--- src/rtl/cnt_seq_monitor.sv ---
// cnt_seq_monitor
//   Passive checker for a synchronous up/down counter. Each enabled cycle it samples the
//   counter command and value. It predicts the next value from the previous sample and flags
//   any sequence violation. It also counts wrap-around events. It never drives the counter.
//
// Ports
//   clk             system clock, rising edge
//   rst             synchronous active-high reset (overrides en and clr_err)
//   en              monitor enable
//   sel             counter command: 00 hold, 01 up, 10 down, 11 up
//   cnt_in          observed counter value
//   clr_err         synchronous clear of err_sticky / err_count
//   err_pulse       one-cycle flag: sample mismatched prediction
//   err_sticky      set on any error, held until clr_err or rst
//   err_count       saturating error count
//   wrap_up_pulse   one-cycle flag: max->0 under an up command
//   wrap_down_pulse one-cycle flag: 0->max under a down command
//   wrap_count      total wrap events, wraps naturally
//   tracking        high while the monitor is actively checking
module cnt_seq_monitor #(
   parameter int unsigned WIDTH  = 4,
   parameter int unsigned ERR_W  = 8,
   parameter int unsigned WRAP_W = 8
) (
   input  logic              clk,
   input  logic              rst,
   input  logic              en,
   input  logic [1:0]        sel,
   input  logic [WIDTH-1:0]  cnt_in,
   input  logic              clr_err,
   output logic              err_pulse,
   output logic              err_sticky,
   output logic [ERR_W-1:0]  err_count,
   output logic              wrap_up_pulse,
   output logic              wrap_down_pulse,
   output logic [WRAP_W-1:0] wrap_count,
   output logic              tracking
);

   typedef enum logic [1:0] {StIdle, StArm, StCheck} state_e;

   localparam logic [WIDTH-1:0] CntMax = '1;
   localparam logic [ERR_W-1:0] ErrMax = '1;

   state_e            state_q, state_d;
   logic [WIDTH-1:0]  ref_cnt_q, ref_cnt_d;
   logic [1:0]        ref_sel_q, ref_sel_d;
   logic              err_pulse_q, err_pulse_d;
   logic              err_sticky_q, err_sticky_d;
   logic [ERR_W-1:0]  err_count_q, err_count_d;
   logic              wrap_up_q, wrap_up_d;
   logic              wrap_down_q, wrap_down_d;
   logic [WRAP_W-1:0] wrap_count_q, wrap_count_d;

   logic              ref_up, ref_down;
   logic [WIDTH-1:0]  predicted;
   logic              do_check;
   logic              mismatch;

   // Expected value of this sample, from the previous sample and its command
   always_comb begin
      ref_up    = (ref_sel_q == 2'b01) || (ref_sel_q == 2'b11);
      ref_down  = (ref_sel_q == 2'b10);
      predicted = ref_cnt_q;
      if (ref_up) begin
         predicted = ref_cnt_q + WIDTH'(1);
      end else if (ref_down) begin
         predicted = ref_cnt_q - WIDTH'(1);
      end
   end

   // FSM next state and reference reload
   always_comb begin
      state_d   = state_q;
      ref_cnt_d = ref_cnt_q;
      ref_sel_d = ref_sel_q;
      do_check  = 1'b0;
      unique case (state_q)
         StIdle: begin
            if (en) begin
               state_d = StArm;
            end
         end
         StArm: begin
            ref_cnt_d = cnt_in;
            ref_sel_d = sel;
            state_d   = en ? StCheck : StIdle;
         end
         StCheck: begin
            if (en) begin
               do_check = 1'b1;
               // Always resync to the observed value so one glitch yields one error
               ref_cnt_d = cnt_in;
               ref_sel_d = sel;
            end else begin
               state_d = StIdle;
            end
         end
         default: state_d = StIdle;
      endcase
   end

   // Flags and counters
   always_comb begin
      mismatch     = do_check && (cnt_in != predicted);
      err_pulse_d  = mismatch;
      wrap_up_d    = do_check && !mismatch && ref_up && (ref_cnt_q == CntMax) &&
                     (cnt_in == '0);
      wrap_down_d  = do_check && !mismatch && ref_down && (ref_cnt_q == '0) &&
                     (cnt_in == CntMax);
      wrap_count_d = wrap_count_q + WRAP_W'(wrap_up_d | wrap_down_d);

      err_sticky_d = err_sticky_q;
      err_count_d  = err_count_q;
      if (clr_err) begin
         // A coincident error survives the clear
         err_sticky_d = mismatch;
         err_count_d  = mismatch ? ERR_W'(1) : '0;
      end else if (mismatch) begin
         err_sticky_d = 1'b1;
         if (err_count_q != ErrMax) begin
            err_count_d = err_count_q + ERR_W'(1);
         end
      end
   end

   always_ff @(posedge clk) begin
      if (rst) begin
         state_q      <= StIdle;
         ref_cnt_q    <= '0;
         ref_sel_q    <= 2'b00;
         err_pulse_q  <= 1'b0;
         err_sticky_q <= 1'b0;
         err_count_q  <= '0;
         wrap_up_q    <= 1'b0;
         wrap_down_q  <= 1'b0;
         wrap_count_q <= '0;
      end else begin
         state_q      <= state_d;
         ref_cnt_q    <= ref_cnt_d;
         ref_sel_q    <= ref_sel_d;
         err_pulse_q  <= err_pulse_d;
         err_sticky_q <= err_sticky_d;
         err_count_q  <= err_count_d;
         wrap_up_q    <= wrap_up_d;
         wrap_down_q  <= wrap_down_d;
         wrap_count_q <= wrap_count_d;
      end
   end

   assign err_pulse       = err_pulse_q;
   assign err_sticky      = err_sticky_q;
   assign err_count       = err_count_q;
   assign wrap_up_pulse   = wrap_up_q;
   assign wrap_down_pulse = wrap_down_q;
   assign wrap_count      = wrap_count_q;
   assign tracking        = (state_q == StCheck);

endmodule

--- config.mk ---
export PLATFORM = sky130hd
export DESIGN_NAME = cnt_seq_monitor
export DESIGN_NICKNAME = d
export VERILOG_FILES = /design/src/rtl/cnt_seq_monitor.sv
export SDC_FILE = /design/constraint.sdc
export NUM_CORES = 1
export LEC_CHECK = 0
export CAP_MARGIN = 0
export CORE_ASPECT_RATIO = 0.6
export CORE_MARGIN = 5
export CORE_UTILIZATION = 49
export DETAILED_ROUTE_END_ITERATION = 6
export GPL_TIMING_DRIVEN = 0
export PLACE_DENSITY = 0.78
export SLEW_MARGIN = 20
export SYNTH_ARGS = -nofsm -noshare
export SYNTH_HDL_FRONTEND = slang
export SYNTH_SLANG_ARGS = --single-unit
--- constraint.sdc ---
create_clock -name clk -period 3.3 [get_ports clk]
set_input_delay 0.66 -clock clk [delete_from_list [all_inputs] [get_ports clk]]
set_output_delay 0.66 -clock clk [all_outputs]
set_load 0.05 [all_outputs]
==> out/metrics.csv, run 1 <==
metric,value,unit
leakage,0.662,nW
max_cap viols,0,
final std cells w/o fill,221,
Worst-path clk slew,0.10,ns
final period utilization,0.918,
die area,0.00407,mm²
drt pass-1 iters,4,
TritonCTS buffer count,3,
GRT Overall Usage,0.172,
initial antenna violation count,0,
critical path's largest stage delay,0.42,ns
CP Class,reg2reg,
Compound-Gate Fraction of Synth Area,0.134,
worst-path cell with the longest stage delay,dfxtp_2,
First DRT Iteration DRCs,75,
syn_nets,169,
mux share of post-synthesis cell area,0.0357,
synth warn,0,
Hold Crit Class,reg2reg,
clock tree sinks,28,
Post-Route Skew,0.00697,ns
Std-Cell Rows,15,
Peak VDD IR,273,µV
largest net degree at the start of global routing,16,
distinct cell type count after synthesis,42,
largest fanout on the critical path,5,
chip width,79.1,µm
drt via density,5.60,
gr ovfl total,0,
H-tree depth,1,
final hold violations,0,
Worst Max-Slew Pin Slew,0.853,ns
ratio of cells with drive above 1 in the final layout,0.0963,
Root Buffer Master,clkbuf_8,
post-CTS setup buffer count,0,
post-layout min period,3.03,ns
first-pass GRT wire length,5450,µm
simple logic cell fraction of the synthesized area,0.264,
Worst setup EP type,flop,
WP data arrival,3.19,ns
max_slew headroom,0.428,
routed vias,1237,
Final Setup Violations,0,
initial core utilization,0.499,
Detail Route Antenna Nets,0,
DP HPWL,2450,µm
Mean Syn Cell Area,9.18,µm²
outcome,completed,
Die H,51.5,µm
# port buffers,30,
fmax,330,MHz
Post-Synthesis Cells,153,
RSZ-0062 raised after global routing,false,
Post-Synth Adder-Cell Area,0.0535,
final core occ,0.641,
Total Wirelength,3160,µm
I/O pin count,31,
drt drc,0,
DR WL/cell,14.3,µm
synthesized area,0.00140,mm²
P&R area growth vs syn,28.5,%
pwr/cell area,356,mW/mm²
Critical Path Source Type,flop,
number of synthesized register bits,28,
"Req. time, crit path",3.46,ns
Longest Clk Path Bufs,2,
setup TNS,0,ns
GPL Wtd Cong,0.875,
largest family of logic cells by synthesized area,simple AND/OR/NAND/NOR gates,
CTS tree,done,
sequential area share after synthesis,0.399,
clock latency on the worst-skew pair,0.27,ns
Fillers,226,
fin nets,204,
xor and xnor fraction of the mapped netlist area,0.0811,
Placed Cells,217,
Antenna diodes,0,
cts hold-fix bufs,0,
max-slew violation count,0,
vias in the first global route,1224,
core area,0.00282,mm²
worst path cell trace,inv_1 -> ha_1 -> and2_2 -> o31ai_1 -> xor2_1 -> or3_4 -> a211oi_1 -> ha_1 -> and3_1 -> nand3_1 -> xor2_1 -> nor2_1,
repair_timing:
action,4_1_cts,5_1_grt
endpoints found under the setup margin,0,4
gates resized for setup,0,2
hold endpoints to repair,0,0
final cells by class:
type                            instances  area, µm²  share of cell area
Timing Repair Buffer                   30        300               0.166
Buffer                                  4       23.8              0.0132
Tap cell                               34       42.5              0.0236
Clock buffer                            4       55.1              0.0305
Inverter                                6       22.5              0.0125
Multi-Input combinational cell        115        797               0.442
Sequential cell                        28        563               0.312
per-stage QoR:
stage	hold slack [ns]	cell area, µm²	total power [W]	setup slack (ns)
after floorplan	0.467	1400	0.000409	0.547
after global placement	0.437	1750	0.000434	0.156
after detailed placement	0.445	1750	0.000438	0.0764
after CTS	0.468	1800	0.000647	0.155
after global routing	0.501	1800	0.000673	0.0619
final	0.465	1800	0.000642	0.271
power breakdown:
group	switching (W)	internal (W)	leakage [nW]
Combinational	0.0000422	0.0000355	0.406
Sequential	0.00000926	0.000344	0.227
Clock	0.000105	0.000107	0.0288
cell families after synthesis:
logic type | count (synthesis)
compound gates | 25
xor+xnor | 13
fa+ha+maj | 6
buf+inv | 10
flops | 28
mux | 5
simple gates | 66
final timing paths:
check,depth (start not counted),startpoint,slack (ns),end
setup / recovery,12,ref_cnt_q[0]$_SDFFE_PP0P_,0.27,wrap_count[5]$_SDFF_PP0_
hold / removal,1,err_sticky$_SDFFE_PP0P_,0.47,err_sticky$_SDFFE_PP0P_
setup reg to reg,12,ref_cnt_q[0]$_SDFFE_PP0P_,0.27,wrap_count[5]$_SDFF_PP0_
hold reg to reg,1,err_sticky$_SDFFE_PP0P_,0.47,err_sticky$_SDFFE_PP0P_
cells in the mapped netlist, drive strengths merged:
master | n | area, µm²
nand2 | 6 | 22.5
a21oi | 7 | 35.0
or2 | 1 | 6.26
and4 | 2 | 18.8
or4 | 1 | 8.76
or3 | 6 | 42.5
nand3 | 10 | 55.1
nor3b | 1 | 7.51
ha | 6 | 75.1
a211oi | 1 | 7.51
nor2b | 4 | 25.0
inv | 6 | 22.5
or3b | 1 | 11.3
and2 | 3 | 21.3
and3b | 1 | 8.76
o21ai | 6 | 30.0
a31o | 1 | 8.76
buf | 2 | 16.3
nand4 | 2 | 12.5
o211ai | 1 | 7.51
o31ai | 4 | 57.6
o311a | 1 | 10.0
nor2 | 19 | 71.3
and3 | 3 | 18.8
nor4 | 5 | 31.3
dfxtp | 28 | 561
o31a | 1 | 8.76
xor2 | 5 | 43.8
o21bai | 1 | 7.51
a21o | 1 | 7.51
o21a | 1 | 7.51
nor4b | 1 | 8.76
mux2i | 5 | 50.1
clkbuf | 2 | 7.51
xnor2 | 8 | 70.1
layer usage:
metal	global-route usage	routed length, µm	share of wire	up-vias
li1	-	-	-	615
met1	0.216	1560	0.49	583
met2	0.275	1400	0.44	32
met3	0.0581	164	0.052	7
met4	0.0629	39	0.012	0
met5	0	0	0	-
placed cells by master (no fill, tap or decap), types with 4 or more instances in the layout:
master,instances
xor2_1,5
nor2_1,19
nor2b_1,4
or3_1,5
clkbuf_8,4
o21ai_1,5
nand2_1,6
nor4_1,5
inv_1,6
ha_1,6
nand3_1,9
dfxtp_1,26
xnor2_1,8
mux2i_1,5
clkdlybuf4s50_1,30
a21oi_1,7
critical path: cells and delay by family (launching register included):
kind | cells | cell delay, ns
AOI/OAI and AO/OA | 2 | 0.50
and+or+nand+nor | 5 | 1.02
DFF | 1 | 0.42
buffers and inverters | 1 | 0.10
xor gates and xnor gates | 2 | 0.33
adders and majority gates | 2 | 0.54
flip-flops by register name, indices dropped and copies added, names as in the netlist:
register         count
err_count            8
wrap_count           8
ref_cnt_q            4
ref_sel_q            2
state_q              2
err_pulse            1
err_sticky           1
wrap_down_pulse      1
wrap_up_pulse        1
(Power assumes the default switching activity.)
==> run 2: changes to the inputs <==
--- a/config.mk
+++ b/config.mk
@@ -16,3 +16,4 @@
 export SYNTH_ARGS = -nofsm -noshare
 export SYNTH_HDL_FRONTEND = slang
 export SYNTH_SLANG_ARGS = --single-unit
+export TNS_END_PERCENT = 100
==> results of run 2 <==
The final DEF is identical to that of run 1; final timing and power are the same.
==> run 3: changes to the inputs <==
--- a/config.mk
+++ b/config.mk
@@ -8,10 +8,10 @@
 export CAP_MARGIN = 0
 export CORE_ASPECT_RATIO = 0.6
 export CORE_MARGIN = 5
-export CORE_UTILIZATION = 49
+export CORE_UTILIZATION = 45
 export DETAILED_ROUTE_END_ITERATION = 6
 export GPL_TIMING_DRIVEN = 0
-export PLACE_DENSITY = 0.78
+export PLACE_DENSITY = 0.75
 export SLEW_MARGIN = 20
 export SYNTH_ARGS = -nofsm -noshare
 export SYNTH_HDL_FRONTEND = slang
==> constraint.sdc (replaced) <==
create_clock -name clk -period 2.5 [get_ports clk]
set_input_delay 0.5 -clock clk [delete_from_list [all_inputs] [get_ports clk]]
set_output_delay 0.5 -clock clk [all_outputs]
set_load 0.05 [all_outputs]
==> out/metrics.csv, run 3 (same netlist as run 1, synthesis figures left out) <==
metric,value,unit,change
Std-Cell Rows,15,,unchanged
max_cap viols,0,,unchanged
ratio of cells with drive above 1 in the final layout,0.246,,+0.150
GRT Overall Usage,0.172,,-0.000555
"commonest non-fill, non-tap cell in the layout",clkdlybuf4s50_1,,
initial core utilization,0.479,,-0.0192
die area,0.00437,mm²,+7.4%
GPL Wtd Cong,0.840,,-4.1%
Hold Crit Class,reg2reg,,
H-tree depth,1,,unchanged
largest net degree at the start of global routing,17,,+1
leakage,0.741,nW,+12%
initial antenna violation count,0,,unchanged
r2r setup slk,-0.009,ns,-0.28 ns
"Req. time, crit path",2.66,ns,-0.80 ns
final hold violations,0,,unchanged
DR WL/cell,14.1,µm,-1.2%
Post-Route Skew,0.00427,ns,-0.00270 ns
drt via density,5.19,,-7.3%
internal power,0.000704,W,+45%
Critical Path Source Type,flop,,
violated checks,setup timing,,
Fillers,237,,+4.9%
Worst-path clk slew,0.09,ns,about the same
Antenna diodes,0,,unchanged
gr ovfl total,0,,unchanged
final core occ,0.697,,+0.0561
Critical R2R Launch,ref_sel_q[0]$_SDFFE_PP0P_,,
CTS tree,done,,
outcome,"complete, but fails checks",,
post-layout min period,2.51,ns,-0.520 ns
CP Class,reg2reg,,
RSZ-0062 raised after global routing,true,,
power share of the sequential group,0.496,,-0.054
vias in the first global route,1182,,-3.4%
clock latency on the worst-skew pair,0.28,ns,about the same
Seq. cell area,577,µm²,+2.4%
first-pass GRT wire length,5620,µm,+3.0%
pwr/cell area,456,mW/mm²,+28%
drt pass-1 iters,4,,unchanged
fmax,399,MHz,+21%
power share of the combinational group,0.164,,+0.043
Root Buffer Master,clkbuf_8,,
Worst setup EP type,flop,,
hold_sp,err_sticky$_SDFFE_PP0P_,,
Peak VDD IR,313,µV,+15%
clock tree sinks,28,,unchanged
max_slew headroom,0.533,,+0.105
WP data arrival,2.67,ns,-0.52 ns
multi-input logic area,911,µm²,+14%
max-slew violation count,0,,unchanged
setup ws final,-0.00871,ns,-0.280 ns
Detail Route Antenna Nets,0,,unchanged
Setup WS pre-CTS,-0.529,ns,-0.606 ns
P_sw,0.000226,W,+45%
largest fanout on the critical path,3,,-2
Die H,53.3,µm,+3.5%
hold endpoint,err_sticky$_SDFFE_PP0P_,,
I/O pin count,31,,unchanged
Final Setup Violations,1,,+1
Longest Clk Path Bufs,2,,unchanged
fin nets,216,,+5.9%
routed vias,1251,,+1.1%
Worst Max-Slew Pin Slew,0.696,ns,-0.156 ns
First DRT Iteration DRCs,49,,-35%
sw frac,0.243,,+0.000471
# port buffers,30,,unchanged
"commonest cells after routing, fill and taps aside","clkdlybuf4s50_1 (26), dfxtp_1 (23), nor2_1 (19)",,
P&R area growth vs syn,45.4,%,
reg2reg path depth,10,,-2
WHS Path Cells,1,,unchanged
DP HPWL,2380,µm,-3.1%
core area,0.00293,mm²,+4.0%
Total Wirelength,3410,µm,+7.8%
final period utilization,1.00,,+0.0856
RR Endpoint,wrap_count[3]$_SDFF_PP0_,,
drt drc,0,,unchanged
TritonCTS buffer count,3,,unchanged
chip width,82.1,µm,+3.8%
Clk pwr share,0.340,,+0.011
[run 3: cell count changes in the layout (fill, tap and decap cells not counted), moves of 4 or more]
cell / before / now
ha_1: 6 / 2
dfxtp_4: 0 / 4
dlygate4sd2_1: 0 / 4
clkdlybuf4s50_1: 30 / 26
buf_4: 0 / 12
[run 3: worst max-delay path, cell delays in order, from the launching register on]
cell and delay, ns:
dfxtp_4 0.36, or3b_4 0.41, o31ai_4 0.22, xnor2_2 0.11, or3_4 0.39, a211oi_4 0.17
ha_2 0.24, and3_4 0.21, buf_4 0.11, xnor2_1 0.11, nor2_1 0.05
[run 3: cell type report]
type                       instances  share of cell area
inverter                           6              0.0123
timing repair buffer              42               0.189
tap                               42              0.0258
multi-input combinational        115               0.446
buffer                             4              0.0116
clock buffer                       4              0.0325
sequential                        28               0.283
[run 3: what timing repair did]
item                                    4_1_cts  5_1_grt
cloned                                        0        0
endpoints found under the setup margin        8        5
buffers inserted                              8        4
resized for setup                            14        3
pin swaps                                    10        3
hold buffers                                  0        0
[run 3: power groups by stage]
stage / sequential [W] / clock (W) / combinational (W)
finish: 0.000461 / 0.000316 / 0.000153
global route: 0.000463 / 0.000343 / 0.000163
CTS: 0.000461 / 0.000323 / 0.000138
global placement: 0.000475 / 0 / 0.000106
detailed placement: 0.000476 / 0 / 0.000108
floorplan: 0.000476 / 0 / 0.0000734
[run 3: how the worst max path moves through the flow]
stage / from / endpoint / slack [ns] / cells after the start
global placement: cnt_in[0] / wrap_count[7]$_SDFF_PP0_ / -0.48 / 11
global route: ref_cnt_q[1]$_SDFFE_PP0P_ / wrap_count[5]$_SDFF_PP0_ / -0.15 / 12
detailed placement: cnt_in[0] / wrap_count[7]$_SDFF_PP0_ / -0.53 / 11
finish: ref_sel_q[0]$_SDFFE_PP0P_ / wrap_count[3]$_SDFF_PP0_ / -0.009 / 10
floorplan: ref_cnt_q[0]$_SDFFE_PP0P_ / wrap_count[5]$_SDFF_PP0_ / -0.02 / 12
CTS: ref_sel_q[0]$_SDFFE_PP0P_ / wrap_count[7]$_SDFF_PP0_ / -0.03 / 10
[run 3: routing by layer]
metal  vias to the layer above  wire [µm]  GRT usage
met1                       573       1660      0.240
met3                         4        212     0.0493
li1                        634          -          -
met5                         -          0          0
met4                         0         26     0.0497
met2                        40       1510      0.253
[run 3: through the flow]
step | setup TNS (ns) | total power [W] | hold slack, ns | instances | instance area (µm²)
floorplan | -0.0370 | 0.000549 | 0.467 | 153 | 1490
global placement | -2.95 | 0.000581 | 0.437 | 225 | 1840
detailed placement | -3.39 | 0.000585 | 0.444 | 225 | 1840
CTS | -0.0435 | 0.000922 | 0.467 | 237 | 1990
global route | -0.610 | 0.000969 | 0.522 | 241 | 2040
finish | -0.00871 | 0.000930 | 0.460 | 241 | 2040
